`src/rtl/div_unit_pkg.sv`:
```
// Shared divider definitions: FSM state encodings, ready/start levels, sign helper.
package div_unit_pkg;

   typedef enum logic [1:0] {
      DIV_FREE   = 2'b00,
      DIV_BYZERO = 2'b01,
      DIV_ON     = 2'b10,
      DIV_END    = 2'b11
   } div_state_e;

   localparam logic DIV_RESULT_READY     = 1'b1;
   localparam logic DIV_RESULT_NOT_READY = 1'b0;
   localparam logic DIV_START            = 1'b1;
   localparam logic DIV_STOP             = 1'b0;

   localparam logic [5:0] DIV_ITERATIONS = 6'd32;

   function automatic logic [31:0] twos_neg(input logic [31:0] v);
      return ~v + 32'd1;
   endfunction

endpackage

```
`src/rtl/div_unit_step.sv`:
```
// One restoring-division iteration: shift in next dividend bit, trial-subtract divisor.
// Combinational; no backpressure.
module div_step (
   input  logic [31:0] rem_i,
   input  logic [31:0] quo_i,
   input  logic [31:0] divisor_i,
   output logic [31:0] rem_o,
   output logic [31:0] quo_o
);
   logic [32:0] shifted;
   logic [32:0] diff;
   logic        fits;

   assign shifted = {rem_i, quo_i[31]};
   assign diff    = shifted - {1'b0, divisor_i};
   // Remainder is always below the divisor, so a set shifted[32] can never underflow.
   assign fits    = shifted[32] | ~diff[32];
   assign rem_o   = fits ? diff[31:0] : shifted[31:0];
   assign quo_o   = {quo_i[30:0], fits};
endmodule

```
`src/rtl/div_unit.sv`:
```
// Radix-2 restoring 32-bit divider: 34 edges start-to-ready (2 on divide-by-zero); result held while start_i stays high.
// Signed DIV support (magnitudes and sign fix) is present only when DIV_SIGNED_EN is defined.
module div_unit
   import div_unit_pkg::*;
(
   input  logic        clk,
   input  logic        rst,
   input  logic        signed_div_i,
   input  logic [31:0] opdata1_i,
   input  logic [31:0] opdata2_i,
   input  logic        start_i,
   input  logic        annul_i,
   output logic [63:0] result_o,
   output logic        ready_o,
   output logic        busy_o
);
   div_state_e  state_q;
   logic [5:0]  cnt_q;
   logic [31:0] rem_q, quo_q, divisor_q;
   logic [63:0] result_q;
   logic        ready_q, busy_q;

   logic [31:0] dividend_mag, divisor_mag;
   logic [31:0] rem_fix, quo_fix;
   logic [31:0] rem_d, quo_d;
   logic        accept;

   assign accept = (start_i == DIV_START) && !annul_i;

`ifdef DIV_SIGNED_EN
   logic dvd_neg_q, dvs_neg_q;

   assign dividend_mag = (signed_div_i && opdata1_i[31]) ? twos_neg(opdata1_i) : opdata1_i;
   assign divisor_mag  = (signed_div_i && opdata2_i[31]) ? twos_neg(opdata2_i) : opdata2_i;
   assign quo_fix      = (dvd_neg_q ^ dvs_neg_q) ? twos_neg(quo_q) : quo_q;
   assign rem_fix      = dvd_neg_q ? twos_neg(rem_q) : rem_q;

   always_ff @(posedge clk) begin
      if (rst) begin
         dvd_neg_q <= 1'b0;
         dvs_neg_q <= 1'b0;
      end else if (state_q == DIV_FREE && accept) begin
         dvd_neg_q <= signed_div_i & opdata1_i[31];
         dvs_neg_q <= signed_div_i & opdata2_i[31];
      end
   end
`else
   logic unused_signed;

   assign unused_signed = signed_div_i;
   assign dividend_mag  = opdata1_i;
   assign divisor_mag   = opdata2_i;
   assign quo_fix       = quo_q;
   assign rem_fix       = rem_q;
`endif

   div_step u_step (
      .rem_i     (rem_q),
      .quo_i     (quo_q),
      .divisor_i (divisor_q),
      .rem_o     (rem_d),
      .quo_o     (quo_d)
   );

   always_ff @(posedge clk) begin
      if (rst) begin
         state_q   <= DIV_FREE;
         cnt_q     <= '0;
         rem_q     <= '0;
         quo_q     <= '0;
         divisor_q <= '0;
         result_q  <= '0;
         ready_q   <= DIV_RESULT_NOT_READY;
         busy_q    <= 1'b0;
      end else begin
         case (state_q)
            DIV_FREE: begin
               if (accept) begin
                  busy_q <= 1'b1;
                  if (opdata2_i == 32'd0) begin
                     state_q <= DIV_BYZERO;
                  end else begin
                     state_q   <= DIV_ON;
                     cnt_q     <= '0;
                     rem_q     <= '0;
                     quo_q     <= dividend_mag;
                     divisor_q <= divisor_mag;
                  end
               end
            end
            DIV_BYZERO: begin
               busy_q <= 1'b0;
               if (annul_i) begin
                  state_q <= DIV_FREE;
               end else begin
                  state_q  <= DIV_END;
                  result_q <= '0;
                  ready_q  <= DIV_RESULT_READY;
               end
            end
            DIV_ON: begin
               if (annul_i) begin
                  state_q <= DIV_FREE;
                  busy_q  <= 1'b0;
               end else if (cnt_q != DIV_ITERATIONS) begin
                  rem_q <= rem_d;
                  quo_q <= quo_d;
                  cnt_q <= cnt_q + 6'd1;
               end else begin
                  state_q  <= DIV_END;
                  result_q <= {rem_fix, quo_fix};
                  ready_q  <= DIV_RESULT_READY;
                  busy_q   <= 1'b0;
               end
            end
            DIV_END: begin
               if (start_i == DIV_STOP) begin
                  state_q  <= DIV_FREE;
                  result_q <= '0;
                  ready_q  <= DIV_RESULT_NOT_READY;
               end
            end
            default: begin
               state_q  <= DIV_FREE;
               result_q <= '0;
               ready_q  <= DIV_RESULT_NOT_READY;
               busy_q   <= 1'b0;
            end
         endcase
      end
   end

   assign result_o = result_q;
   assign ready_o  = ready_q;
   assign busy_o   = busy_q;
endmodule

```
`config.mk`:
```
export PLATFORM = sky130hd
export DESIGN_NAME = div_unit
export DESIGN_NICKNAME = d
export VERILOG_FILES = /design/src/rtl/div_unit_pkg.sv /design/src/rtl/div_unit_step.sv /design/src/rtl/div_unit.sv
export SDC_FILE = /design/constraint.sdc
export NUM_CORES = 1
export LEC_CHECK = 0
export BUFFER_PORTS_ARGS = -buffer_cell sky130_fd_sc_hd__buf_2
export CELL_PAD_IN_SITES_DETAIL_PLACEMENT = 1
export CELL_PAD_IN_SITES_GLOBAL_PLACEMENT = 1
export CORE_MARGIN = 4
export CORE_UTILIZATION = 35
export DETAILED_ROUTE_END_ITERATION = 12
export PLACE_DENSITY_LB_ADDON = 0.1
export SLEW_MARGIN = 30
export SYNTH_ARGS = -nofsm -noshare
export SYNTH_HDL_FRONTEND = slang
export SYNTH_SLANG_ARGS = --single-unit
```
`constraint.sdc`:
```
create_clock -name clk -period 6.17 [get_ports clk]
set_clock_uncertainty 0.05 [all_clocks]
set_input_delay 0.3085 -clock clk [delete_from_list [all_inputs] [get_ports clk]]
set_output_delay 0.3085 -clock clk [all_outputs]
set_load 0.03 [all_outputs]
```
* Word level (Yosys, flattened, before mapping)
Cells that the tools add are included.
** Operators by class
- Add/sub/neg operators :: 2
- Eq/ne operators :: 12
- Multiplexer cells :: 37
- Bitwise gates (word level) :: 3
- Reduce and logical (&&, ||, !) cells :: 12
** Operator list (count)
- 32-bit two-way mux :: 9
- 64-bit two-way mux :: 4
- 64-bit case mux with 3 select lines :: 1
- 32-bit case mux with 2 select lines :: 2
- 33-bit by 32-bit subtractor with 33-bit output :: 1
- 32-bit zero test :: 1
- 6-bit two-way mux :: 4
- 2-bit != test, second input constant :: 7
- 2-bit two-way mux :: 6
- 6-bit case mux with 2 select lines :: 1
- 5-bit AND reduction :: 2
- 3-bit AND reduction :: 3
- 2-bit case mux with 4 select lines :: 1
- 1-bit two-way mux :: 7
- 6-bit by 1-bit adder with 6-bit output, second input constant :: 1
- 6-bit != test, second input constant :: 1
- 1-bit case mux with 3 select lines :: 2
- 3-bit nonzero test :: 2
- 2-bit equality test, second input constant :: 2
- 3-bit != test, second input constant :: 1
- 2-bit by 1-bit equality test with 1-bit output, second input constant :: 1
- 2-bit zero test :: 1
- 1-bit NOT :: 2
- 2-bit nonzero test :: 1
- other kinds (3) :: 3
** Storage, ports and cells
- Register bits after elaboration :: 170
- Input bits :: 69
- Output and inout bits :: 66
- Logic and storage cells :: 74

* Logic depth before layout (Yosys ltp)
- Depth after elaboration :: 7
- Depth in mapped cells :: 14
- Gate-level depth less buffers :: 12

* Modules after synthesis
A second synthesis with hierarchy kept.
** Second synthesis, totals
- Cells, all modules :: 1144
- Area total of the unflattened synthesis :: 9277.6 um^2
** Modules (own cells, without submodules)
- div_unit :: times used 1, cells an instance 778, area each 6926.6 um^2, seq. area each 3403.3 um^2
- div_step :: times used 1, cells an instance 366, area each 2351.0 um^2, seq. area each 0.0 um^2

* Least setup slack after synthesis
OpenSTA, ideal clock, no wires.
- Path kind :: flip-flop to flip-flop
- Start point :: register quo_q[31] (netlist: quo_fix[31])
- End point :: register rem_q[18] (netlist: rem_fix[18])
- Setup time :: 87 ps
- Arrival :: 2823 ps
- Data required time :: 6033 ps
- Slack :: 3210 ps
- Stages on the path, launching flop included :: 15
- Buffers on the path :: 2
- Period minus slack after synthesis :: 2960 ps
- Path through :: dfxtp_1 inv_1 ha_1 inv_1 fa_1 a211oi_1 nor3_4 o21bai_2 o41ai_4 a41oi_2 o211a_1 buf_6 clkbuf_1 a32oi_1 o31ai_1
** On the way
- Longest elaborated chain between the ends :: 7
** Ends and longest elaborated chain
- from (decl) :: line div_unit.sv:19 : logic [31:0] rem_q, quo_q, divisor_q;
- from (signal assigned) :: line div_unit.sv:86 : quo_q <= dividend_mag;
- from (signal assigned) :: line div_unit.sv:107 : quo_q <= quo_d;
- 33-bit by 32-bit subtractor with 33-bit output * :: line div_unit_step.sv:15 : assign diff = shifted - {1'b0, divisor_i};
- 1-bit NOT :: line div_unit_step.sv:17 : assign fits = shifted[32] | ~diff[32];
- 1-bit OR :: line div_unit_step.sv:17
- 32-bit two-way mux * :: line div_unit_step.sv:18 : assign rem_o = fits ? diff[31:0] : shifted[31:0];
- 32-bit two-way mux * :: line div_unit.sv:105 : end else if (cnt_q != DIV_ITERATIONS) begin
- 32-bit two-way mux * :: line div_unit.sv:102 : if (annul_i) begin
- 32-bit case mux with 2 select lines * :: line div_unit.sv:76 : case (state_q)
- to (signal assigned) :: line div_unit.sv:106 : rem_q <= rem_d;
- to (decl) :: line div_unit.sv:19
Every way passes the cells marked *; elsewhere a longest branch is shown, timed or not. The select of a mux whose other input is x is not followed.
A chain may end at the register's enable or synchronous reset.

* Worst setup path after layout
- Start point :: register quo_q[31] (netlist: quo_fix[31])
- End point :: register rem_q[7] (netlist: rem_fix[7])
Same word-level chain as after synthesis.

==> run summary <==
The non-filler instance count after layout is 1,467, and the average routed wire per standard cell is 17.2 um. Number of pins exceeding their max-slew limit in the final report: 0. The critical path starts at quo_fix[31].

In this run the critical register-to-register path is launched from quo_fix[31]. VDD sags by at most 175 uV. In the final timing run, aggregate negative setup slack is 0 ps. After clock tree synthesis, the setup repair step added 0 buffers. Dividing the detail-routed via count by the number of cells gives 5.23.

Broken down by cell family, the worst path's largest delay share belongs to compound AO/OA/AOI/OAI gates. Walking the worst path, the cells encountered are inv_1 -> ha_1 -> inv_1 -> fa_1 -> a211oi_1 -> nor3_4 -> o21bai_2 -> o41ai_4 -> a41oi_2 -> o211a_1 -> buf_4 -> or4_1 -> nand3_1. The stage delay of the slowest cell on the critical path was 660 ps; the global-route wire length before repair was 41,400 um.

The end point of the critical path is rem_fix[7]. The run gives 0 as the final count of hold timing violations. For this design, the sink count on the clock tree is 170. The gate count of the mapped netlist is 1,040, and the clock buffer count from CTS is 17.

Setup repair after global routing left no endpoint under its margin. The number of rows created at floorplan is 56, and the area of the die is 26,700 um2. Average footprint of a synthesized cell: 8.12 um2. The number of DRC markers in iteration 0 was 336. At the end of routability-driven placement, the weighted congestion stood at 0.804.

Across all layers, the routed design uses 7,668 vias. The number of nets handed over by synthesis was 1,149. Max-cap violations in this run came to 0. 135 I/O pins were placed. After clock tree synthesis, the flow added hold-fix buffers numbering 0. The overall die height is 163 um. Counting instances in the post-synthesis netlist gives the leading cell types as dfxtp_1, nand2_1, nand3_1. The tools report the proportion of synthesized chip area in sequential cells as 40.3%.

In this run the clock root is driven by a clkbuf_16. Number of buffers inserted by port buffering: 133. For this run, the share of the core covered by cells in the final layout is 42.3%. For flop-to-flop paths, the worst setup slack is 2310 ps.

In this run the critical register-to-register path is captured at rem_fix[7]. The number of library cell types mapped by synthesis is 59. The analysis attributes to cell leakage a power of 4.18 nW. Cells with a size suffix above 1 make up 16.4% of the layout.

In the global route stage, overall resource usage came out at 19.1%. The tools report the cell area after layout as 9980 um2. Counting flops with an async set or reset pin after synthesis yields a share of 0%. In this run the worst hold path is classified as in -> reg. The category of the worst setup path launch point is a register. Of all nets on the critical path, the largest fanout is 21. The relative max-transition margin was 42.2%; the half-perimeter wire length after placement was 17,400 um.

The slowest stage of the critical path is the o211a_1 cell. The area share of the largest cell type after synthesis is 40.3%. The cell that appears most often on the critical path is inv_1.

The pin slew with the least headroom to its limit is 867 ps. The horizontal die dimension was 163 um; the level count of the clock H-tree was 4. The register clock-pin slew on the reported worst setup and hold paths is 80 ps.

The flow ran to the end, and the final reports show no timing, DRC or antenna violations. For the final layout net count, the log shows 1,244. The tools report the setup violation total in the final timing report as 0. In this run the number of cells on the critical path is 13. After synthesis, the cell types taking the most area are dfxtp_1, nand3_1, a21oi_1.

After global routing the overflow that remains totals 0. The tools report the data required time of the critical path as 6430 ps. The run gives 1,435 as the total instance count after detailed placement. The logs give 4120 ps for the worst path arrival time and 259 MHz for the timing-limited maximum frequency.

Dividing the final minimum period by the clock period gives 62.6%. After synthesis the netlist holds a flip-flop and latch count of 170. The first-pass iteration count of the detailed router is 5, and the pin count of the biggest net entering global routing is 88. The tools report the initial antenna violation count as 0. The initial utilization of the core area, before any placement, comes to 35.8%. In the routed design, unresolved DRC markers number 0. After synthesis the cells add up to 8450 um2. For this block, the routed nets add up to 25,200 um of wire. The biggest area contributor in the post-synthesis netlist is dfxtp_1. The worst setup path is of the reg -> reg kind. The most used standard cell by instance count after synthesis was dfxtp_1. Summing all placed instances gives a cell area of 9370 um2. Counting both buffers and inverters, the worst setup path holds a total of 3.

The power per standard cell area was 360 nW/um2. The area of the core was 23,600 um2; the via count of the first global-routing pass was 7,884. From synthesis to final layout, the design area changed by 18.2%. The synthesis warning total came out at 0.

TritonCTS built the clock tree. Among all flip-flop cells after synthesis, the most frequent one is dfxtp_1. Post-CTS repair changed the size of 0 cells. The clock reaches the later pin of the worst-skew pair after 420 ps. The number of cells on the worst reg-to-reg path is 13, and the final critical delay including setup and external delays is 3860 ps. Counting flops with a built-in enable in the synthesized netlist gives 0. The clock passes through at most 2 buffers. The number of antenna diodes in the final layout is 0. The tools report the nature of the critical path endpoint as a register. The count of nets left with antenna violations once routing finished came out at 0.
metrics by stage:
stage / hold slack (ps) / total power (W) / setup WS (ps)
after floorplan: 395 / 0.00216 / 3210
after global placement: 387 / 0.00249 / 2070
after detailed placement: 393 / 0.00249 / 2030
after CTS: 68.4 / 0.00364 / 2330
after global routing: 69.9 / 0.00382 / 2040
final: 88.5 / 0.00359 / 2310
registers in the layout, indices dropped and copies added, names as in the netlist:
name	count
result_o	64
divisor_q	32
rem_fix	32
state_q	2
cnt_q	6
quo_fix	32
busy_o	1
ready_o	1
tightest hold or removal path, cell delays in order:
cell     delay [ps]
buf_2            90
mux2i_1          60
nor2_1           70
report_power, final:
part           internal (W)  switching (W)  total [W]
Clock              0.000619       0.000507    0.00113
Combinational      0.000429       0.000818    0.00125
Sequential          0.00116      0.0000573    0.00122
Total               0.00221        0.00138    0.00359
worst min path at each step:
stage	startpoint	to	slack, ps	depth (start not counted)
2_1_floorplan	quo_fix[0]	quo_fix[0]	390	2
3_3_place_gp	result_o[29]	result_o[29]	390	2
3_5_place_dp	result_o[49]	result_o[49]	390	2
4_1_cts	opdata2_i[23]	divisor_q[23]	70	3
5_1_grt	opdata2_i[7]	divisor_q[7]	70	3
6_report	opdata2_i[23]	divisor_q[23]	90	3
cell type report:
cell class                      instances  area, um2
Clock buffer                           18        429
Clock inverter                         14        180
Fill cell                            2892      13600
Inverter                               40        150
Multi-Input combinational cell        762       4670
Sequential cell                       170       3400
Tap cell                              319        399
Timing Repair Buffer                  144        754
cells in the final DEF, fill, tap and decap left out, drive strengths merged, types with 3 or more instances in the layout:
cell	Yosys	final
a211oi	25	25
a21o	6	6
a21oi	117	117
a22oi	15	15
a31oi	3	3
a32oi	12	12
and2	3	3
and3	5	5
buf	7	144
clkbuf	61	18
clkinv	0	4
dfxtp	170	170
ha	39	39
inv	40	47
mux2i	53	53
nand2	132	132
nand2b	5	5
nand3	126	126
nand4	7	7
nor2	87	87
nor2b	5	5
nor4	9	9
o211ai	9	9
o21a	5	5
o21ai	29	29
o21bai	5	5
o31ai	3	3
or2	3	3
or3	3	3
xnor2	15	15
xor2	14	14
logic make-up after synthesis:
| kind of cell | after synthesis | synth area share [%] |
|---|---|---|
| buffers and inverters | 108 | 4.93 |
| AND/OR/NAND/NOR | 394 | 21.1 |
| flip-flops | 170 | 40.3 |
| adder cells (fa/ha/maj) | 40 | 6.01 |
| AO/OA/AOI/OAI | 245 | 18.2 |
| multiplexers | 54 | 6.41 |
| XOR/XNOR | 29 | 3.01 |
per-layer routing:
layer	wire [um]	GRT usage, %	up-vias
met5	0	0	-
met4	212	3.96	0
met3	713	3.23	8
met2	12300	33.2	89
met1	12000	25.1	3696
li1	-	-	3875
Note: power is estimated with default switching activity, not from simulation.
